`src/rtl/apb_pkg.sv`:
```
// Shared state type and default bus widths for the APB rev B master.
package apb_pkg;

    typedef enum logic [1:0] {IDLE, SETUP, ACCESS, RESP} apb_master_state_e;

    localparam int unsigned APB_ADDR_W = 32;
    localparam int unsigned APB_DATA_W = 32;

endpackage

```
`src/rtl/apb_timeout_ctr.sv`:
```
// ACCESS-phase watchdog: counts stalled ACCESS cycles and flags the cycle whose
// increment would reach TIMEOUT_CYCLES. Only built with APB_MASTER_TIMEOUT_EN.
module apb_timeout_ctr
    import apb_pkg::*;
#(
    parameter int unsigned TIMEOUT_CYCLES = 256
) (
    input  logic clk_i,
    input  logic rst_ni,
    input  logic clear_i,
    input  logic cnt_en_i,
    output logic expired_o
);

    localparam int unsigned CW = $clog2(TIMEOUT_CYCLES + 1);
    localparam logic [CW-1:0] LAST = CW'(TIMEOUT_CYCLES - 1);

    logic [CW-1:0] cnt_q;

    always_ff @(posedge clk_i or negedge rst_ni) begin
        if (!rst_ni) begin
            cnt_q <= '0;
        end else if (clear_i) begin
            cnt_q <= '0;
        end else if (cnt_en_i) begin
            cnt_q <= cnt_q + 1'b1;
        end
    end

    // Expiry is flagged combinationally so the abort lands on the same edge as the last count.
    assign expired_o = cnt_en_i && (cnt_q == LAST);

endmodule

```
`src/rtl/apb_rev_b_master.sv`:
```
// APB rev B master: turns a valid/ready command into one APB transfer and returns a response.
// Define APB_MASTER_TIMEOUT_EN to abort ACCESS phases that stall for TIMEOUT_CYCLES.
module apb_rev_b_master
    import apb_pkg::*;
#(
    parameter int unsigned ADDR_WIDTH     = APB_ADDR_W,
    parameter int unsigned DATA_WIDTH     = APB_DATA_W,
    parameter int unsigned TIMEOUT_CYCLES = 256
) (
    input  logic                  pclk,
    input  logic                  presetn,
    input  logic                  cmd_valid,
    output logic                  cmd_ready,
    input  logic [ADDR_WIDTH-1:0] cmd_addr,
    input  logic                  cmd_write,
    input  logic [DATA_WIDTH-1:0] cmd_wdata,
    output logic                  rsp_valid,
    input  logic                  rsp_ready,
    output logic [DATA_WIDTH-1:0] rsp_rdata,
    output logic                  rsp_slverr,
    output logic [ADDR_WIDTH-1:0] paddr,
    output logic                  pselx,
    output logic                  penable,
    output logic                  pwrite,
    output logic [DATA_WIDTH-1:0] pwdata,
    input  logic                  pready,
    input  logic [DATA_WIDTH-1:0] prdata,
    input  logic                  pslverr
);

    if (TIMEOUT_CYCLES < 1) begin : g_bad_timeout
        $error("TIMEOUT_CYCLES must be at least 1");
    end

    apb_master_state_e     state_q;
    logic                  cmd_ready_q;
    logic                  psel_q;
    logic                  penable_q;
    logic                  pwrite_q;
    logic [ADDR_WIDTH-1:0] paddr_q;
    logic [DATA_WIDTH-1:0] pwdata_q;
    logic                  rsp_valid_q;
    logic [DATA_WIDTH-1:0] rsp_rdata_q;
    logic                  rsp_slverr_q;
    logic                  timeout;

`ifdef APB_MASTER_TIMEOUT_EN
    apb_timeout_ctr #(
        .TIMEOUT_CYCLES(TIMEOUT_CYCLES)
    ) u_timeout (
        .clk_i    (pclk),
        .rst_ni   (presetn),
        .clear_i  (state_q == SETUP),
        .cnt_en_i ((state_q == ACCESS) && !pready),
        .expired_o(timeout)
    );
`else
    assign timeout = 1'b0;
`endif

    always_ff @(posedge pclk or negedge presetn) begin
        if (!presetn) begin
            state_q      <= IDLE;
            cmd_ready_q  <= 1'b0;
            psel_q       <= 1'b0;
            penable_q    <= 1'b0;
            pwrite_q     <= 1'b0;
            paddr_q      <= '0;
            pwdata_q     <= '0;
            rsp_valid_q  <= 1'b0;
            rsp_rdata_q  <= '0;
            rsp_slverr_q <= 1'b0;
        end else begin
            unique case (state_q)
                IDLE: begin
                    if (cmd_valid && cmd_ready_q) begin
                        paddr_q     <= cmd_addr;
                        pwrite_q    <= cmd_write;
                        pwdata_q    <= cmd_wdata;
                        psel_q      <= 1'b1;
                        penable_q   <= 1'b0;
                        cmd_ready_q <= 1'b0;
                        state_q     <= SETUP;
                    end else begin
                        cmd_ready_q <= 1'b1;
                    end
                end
                SETUP: begin
                    penable_q <= 1'b1;
                    state_q   <= ACCESS;
                end
                ACCESS: begin
                    // pready is checked first so a completion on the expiry cycle still succeeds.
                    if (pready) begin
                        rsp_rdata_q  <= pwrite_q ? '0 : prdata;
                        rsp_slverr_q <= pslverr;
                        psel_q       <= 1'b0;
                        penable_q    <= 1'b0;
                        rsp_valid_q  <= 1'b1;
                        state_q      <= RESP;
                    end else if (timeout) begin
                        rsp_rdata_q  <= '0;
                        rsp_slverr_q <= 1'b1;
                        psel_q       <= 1'b0;
                        penable_q    <= 1'b0;
                        rsp_valid_q  <= 1'b1;
                        state_q      <= RESP;
                    end
                end
                RESP: begin
                    if (rsp_ready) begin
                        rsp_valid_q <= 1'b0;
                        cmd_ready_q <= 1'b1;
                        state_q     <= IDLE;
                    end
                end
                default: state_q <= IDLE;
            endcase
        end
    end

    assign cmd_ready  = cmd_ready_q;
    assign pselx      = psel_q;
    assign penable    = penable_q;
    assign pwrite     = pwrite_q;
    assign paddr      = paddr_q;
    assign pwdata     = pwdata_q;
    assign rsp_valid  = rsp_valid_q;
    assign rsp_rdata  = rsp_rdata_q;
    assign rsp_slverr = rsp_slverr_q;

endmodule
```
`config.mk`:
```
export PLATFORM = sky130hd
export DESIGN_NAME = apb_rev_b_master
export DESIGN_NICKNAME = d
export VERILOG_FILES = /design/src/rtl/apb_pkg.sv /design/src/rtl/apb_timeout_ctr.sv /design/src/rtl/apb_rev_b_master.sv
export SDC_FILE = /design/constraint.sdc
export NUM_CORES = 1
export LEC_CHECK = 0
export BUFFER_PORTS_ARGS = -buffer_cell sky130_fd_sc_hd__buf_2
export CAP_MARGIN = 25
export CORE_ASPECT_RATIO = 0.8
export CORE_MARGIN = 2
export CORE_UTILIZATION = 47
export CTS_BUF_LIST = sky130_fd_sc_hd__clkbuf_2
export DETAILED_ROUTE_END_ITERATION = 10
export PLACE_DENSITY = 0.81
export SLEW_MARGIN = 20
export SYNTH_ARGS = -nofsm -noshare
export SYNTH_HDL_FRONTEND = slang
export SYNTH_SLANG_ARGS = --single-unit
```
`constraint.sdc`:
```
create_clock -name pclk -period 1.9 [get_ports pclk]
set_input_delay 0.095 -clock pclk [delete_from_list [all_inputs] [get_ports pclk]]
set_output_delay 0.095 -clock pclk [all_outputs]
set_load 0.01 [all_outputs]
```
# Word-level counts from Yosys, hierarchy flattened
# Index checks and enable logic that the tools add are counted.
word_totals:
  latch_bits: 0
  ramBits: 0
  romBits: 0
  input_bits: 103
  out_inout_bits: 102
  wordCells: 45
  n_memories: 0
  reg_bits: 104
classes:
  magnitude_cmp: 0
  n_div: 0
  reduce_logical: 13
  n_eq_ne: 6
  n_mux: 16
  mul: 0
  addsub: 0
  shifts: 0
  bitwise: 0
ops:
  columns: ["op", "count"]
  rows:
  - ["$mux 32", 1]
  - ["$reduce_and 3->1", 4]
  - ["$pmux 2 s4", 1]
  - ["$mux 1", 7]
  - ["$mux 2", 3]
  - ["$ne 2x2->1 const B", 3]
  - ["$pmux 1 s2", 3]
  - ["$reduce_and 2->1", 3]
  - ["$reduce_bool 2->1", 3]
  - ["$eq 2x2->1 const B", 2]
  - ["$pmux 1 s3", 1]
  - ["$reduce_bool 3->1", 1]
  - ["$eq 2x1->1 const B", 1]
  - ["$logic_not 2->1", 1]
  - ["$logic_and 1x1->1", 1]

# Longest topological paths before layout
depth:
  ltp_word: 3
  mapped_depth: 7

# Least setup slack after synthesis
# Ideal clock, no wire load.
synth_path:
  path_kind: "flip-flop to flip-flop"
  start: "register state_q[0]"
  end: "register state_q[1]"
  setup_slack_ns: 0.297
  synth_period_minus_slack_ns: 1.603
  t_arrival_ns: 1.478
  stages_incl_launch_ff: 6
  path_buffers: 0
  cell_sequence: "dfrtp_1 -> inv_1 -> ha_1 -> a21boi_0 -> a211oi_2 -> mux2_2"
synth_via:
  elab_chain_cells: 3
synth_rtl:
  columns: ["item", "line_no", "source"]
  rows:
  - ["start, declared", "apb_rev_b_master.sv:35", "apb_master_state_e state_q;"]
  - ["start signal, assigned", "apb_rev_b_master.sv:63", "state_q <= IDLE;"]
  - ["start signal, assigned", "apb_rev_b_master.sv:83", "state_q <= SETUP;"]
  - ["start signal, assigned", "apb_rev_b_master.sv:90", "state_q <= ACCESS;"]
  - ["$eq 2x2->1 or $logic_not 2->1 (tied branches)", "apb_rev_b_master.sv:74", "unique case (state_q)"]
  - ["$ne 2x2->1 (no line)", null, null]
  - ["$reduce_and 3->1 (no line)", null, null]
# Several ways; a longest one is shown, not always the timed one.
# A chain may end at the register's enable or synchronous reset.

# Final worst setup path
# Ends and elaborated chain as after synthesis.

==> flow_summary.yaml <==
sta:
  tightest_slew_ns: 0.532
  setup_viol: 0
  fin_setup_tns_ns: 0
  hold_violations: 0
  period_needed_ns: 1.79
  relSlewSlack: 0.645
  timing.fmax_ghz: 0.559
  min_period_over_period: 0.941
  slew_violations: 0
  finClkSkew_ns: 0.0201
  rsz0062_at_grt: "false"
clock_network:
  path_clk_slew_ns: 0.28
  cts-root-buf: "clkbuf_2"
  cts_buffer_depth: 2
  cts_buffers: 9
  cts_sinks: 104
  cts_tree: "built"
  post_cts_buffers: 0
  clk_latency_ns: 0.54
  cts-htree-levels: 3
setup_path:
  r2r_cells: 5
  r2r-start: "state_q[0]"
  reg2reg_to: "state_q[1]"
  path_max_fanout: 5
  slowest_stage: "dfrtp_1"
  path_cells: "inv_1, ha_1, a21boi_1, a211oi_2, mux2_2"
  cp.required_ns: 2.35
  criticalPathCategory: "flop to flop"
  start_kind: "flop"
  r2r_setup_slack_ns: 0.11
  crit_path_end_kind: "flop"
  arrival_ns: 2.24
  cp_slowest_stage_delay_ns: 0.46
routing:
  routed_wl_mm: 12.0
  drt_iter0_drc: 113
  avgRoutedWirePerCell_um: 16.2
  antenna_left: 0
  dr.pass1.iters: 5
  vias_per_cell: 4.86
  drc: 0
  via_count: 3587
placement:
  place_congestion: 0.865
  dpl_cell_area_mm2: 0.00532
  dp_hpwl_mm: 7.40
  io_buffers: 204
synthesis:
  synthAdderAreaFrac: 0.0211
  mappedNetlistArea_mm2: 0.00416
  synthFlopType: "dfrtp_1"
  synth.area.mux_share: 0.189
  synth_nets: 423
  synth_area_leader_cell: "dfrtp_1"
  synth_enable_flop_cells: 0
  yosys_warnings: 0
  yosys.area_share.simple: 0.0836
  synth_top_area_share: 0.626
  async_reset_ff_frac: 1.00
  synth_area_leaders: "dfrtp_1 63%, mux2_2 18%, nand2b_1 4.8%"
  avgSynthCellArea_um2: 13.3
  synth_compound_area_frac: 0.0529
  ys_ff_latch: 104
  synth_top_family_by_area: "multiplexers"
  seq_area_frac_synth: 0.626
  yosysMostFrequentCell: "dfrtp_1"
  yosys.cell_types.count: 21
  synth_common_cells: "104 x dfrtp_1, 68 x mux2_2, 36 x o21ai_0, 33 x nand2_1, 32 x nand2b_1"
  synth-xor-area-share: 0
  synthCells: 313
pwr:
  clkPwrFrac: 0.102
  pwr-share-seq: 0.441
  power_uw: 8940
  power.density_mw_per_mm2: 1380
  power_switching_uw: 3370
  power.leakage_uw: 0.00323
  p_sw_frac: 0.377
  p_int_uw: 5560
  combPwrFrac: 0.457
  peakVddDrop_mv: 0.817
hold_path:
  whs_path_depth: 3
  worstHoldStart: "cmd_wdata[28]"
  whs_endpoint: "pwdata[28]"
  hold_path.class: "input port to flop"
grt:
  grt_pass1_vias: 3827
  grt_max_degree: 56
  grt_antenna_before_repair: 0
  grt_pass1_wl_mm: 18.1
  grt_remaining_overflow: 0
  grt_usage: 0.249
die:
  initial_core_util: 0.486
  core_area_mm2: 0.00856
  die_x_um: 109
  fp.dieH_um: 88.2
  ios: 205
  num_rows: 30
  die_area_mm2: 0.00962
cells_and_area:
  design_area_mm2: 0.00647
  area.growth.synth_to_final_pct: 55.4
  drive_gt1_frac: 0.476
  nets: 731
  final_util: 0.756
  antenna_cells: 0
job:
  cap_violations: 0
outcome:
  status: "finished clean"
==> critical path, delay by kind of cell (launching register included) <==
kind	cells	cell delay [ns]
compound gates	2	0.48
flops	1	0.46
buf+inv	1	0.13
fa+ha+maj	1	0.29
mux	1	0.36
==> state kept, by name, indices dropped and copies added, names as in the netlist <==
name / flops
cmd_ready: 1
paddr: 32
penable: 1
pselx: 1
pwdata: 32
pwrite: 1
rsp_rdata: 32
rsp_slverr: 1
rsp_valid: 1
state_q: 2
==> layout make-up <==
cell class | count | area (um2)
Clock buffer | 10 | 50.0
Timing Repair Buffer | 314 | 2160
Clock inverter | 6 | 45.0
Fill cell | 557 | 2090
Inverter | 4 | 15.0
Sequential cell | 104 | 2610
Tap cell | 112 | 140
Multi-Input combinational cell | 188 | 1450
==> through the flow <==
step                      setup WS [ns]  hold WS [ns]  instances
after floorplan                   0.297        -0.201        313
after global placement            0.204        0.0327        618
after detailed placement          0.115        0.0358        618
after CTS                       0.00845         0.228        738
after global routing             0.0213         0.227        738
final                             0.112         0.294        738
==> per-layer routing <==
metal	vias to the layer above	routed length, um	part of all wire	global-route usage
met3	33	549	0.046	0.0499
met5	-	0	0	0
li1	1669	-	-	-
met1	1756	4430	0.37	0.274
met4	0	370	0.031	0.110
met2	129	6610	0.55	0.466
==> power by group through the flow <==
stage | clock network (uW) | registers [uW] | logic, uW
2_1_floorplan | 0 | 4380 | 1770
3_3_place_gp | 0 | 3880 | 3700
3_5_place_dp | 0 | 3960 | 3880
4_1_cts | 952 | 3910 | 4050
5_1_grt | 1030 | 4080 | 4430
6_report | 911 | 3940 | 4090
==> worst max-delay path by stage <==
stage / from / endpoint / slack, ns / cells after the start
floorplan: state_q[0] / state_q[1] / 0.30 / 5
global placement: state_q[0] / state_q[1] / 0.20 / 5
detailed placement: state_q[1] / state_q[1] / 0.11 / 5
CTS: pwrite / pwrite / 0.008 / 1
global route: state_q[0] / state_q[1] / 0.02 / 5
finish: state_q[0] / state_q[1] / 0.11 / 5
==> placed cells by master, fill, tap and decap left out, drive strengths merged <==
master       count
o22a             1
dfrtp          104
nor3             1
nand2b          32
a21boi           1
a31oi            1
a211oi           1
nor2b            1
nand3            1
mux2i            2
a21oi            1
nand2           33
nor2             2
mux2            68
dlygate4sd3    103
buf            211
clkinvlp         2
inv              5
clkinv           3
ha               7
o21ai           36
clkbuf          10
==> timing repair <==
item                       4_1_cts  5_1_grt
hold endpoints to repair       206        0
gates resized for setup          0        3
setup endpoints to repair        0        3
hold buffers                   104        0
==> cell families (layout without fill, tap and decap cells) <==
family                     count (synthesis)  in the layout
adders and majority gates                  7              7
and+or+nand+nor                           70             70
muxes                                     70             70
buffers and inverters                     21            334
AOI/OAI and AO/OA                         41             41
DFF                                      104            104
No activity file was read; power rests on OpenSTA's default activity.
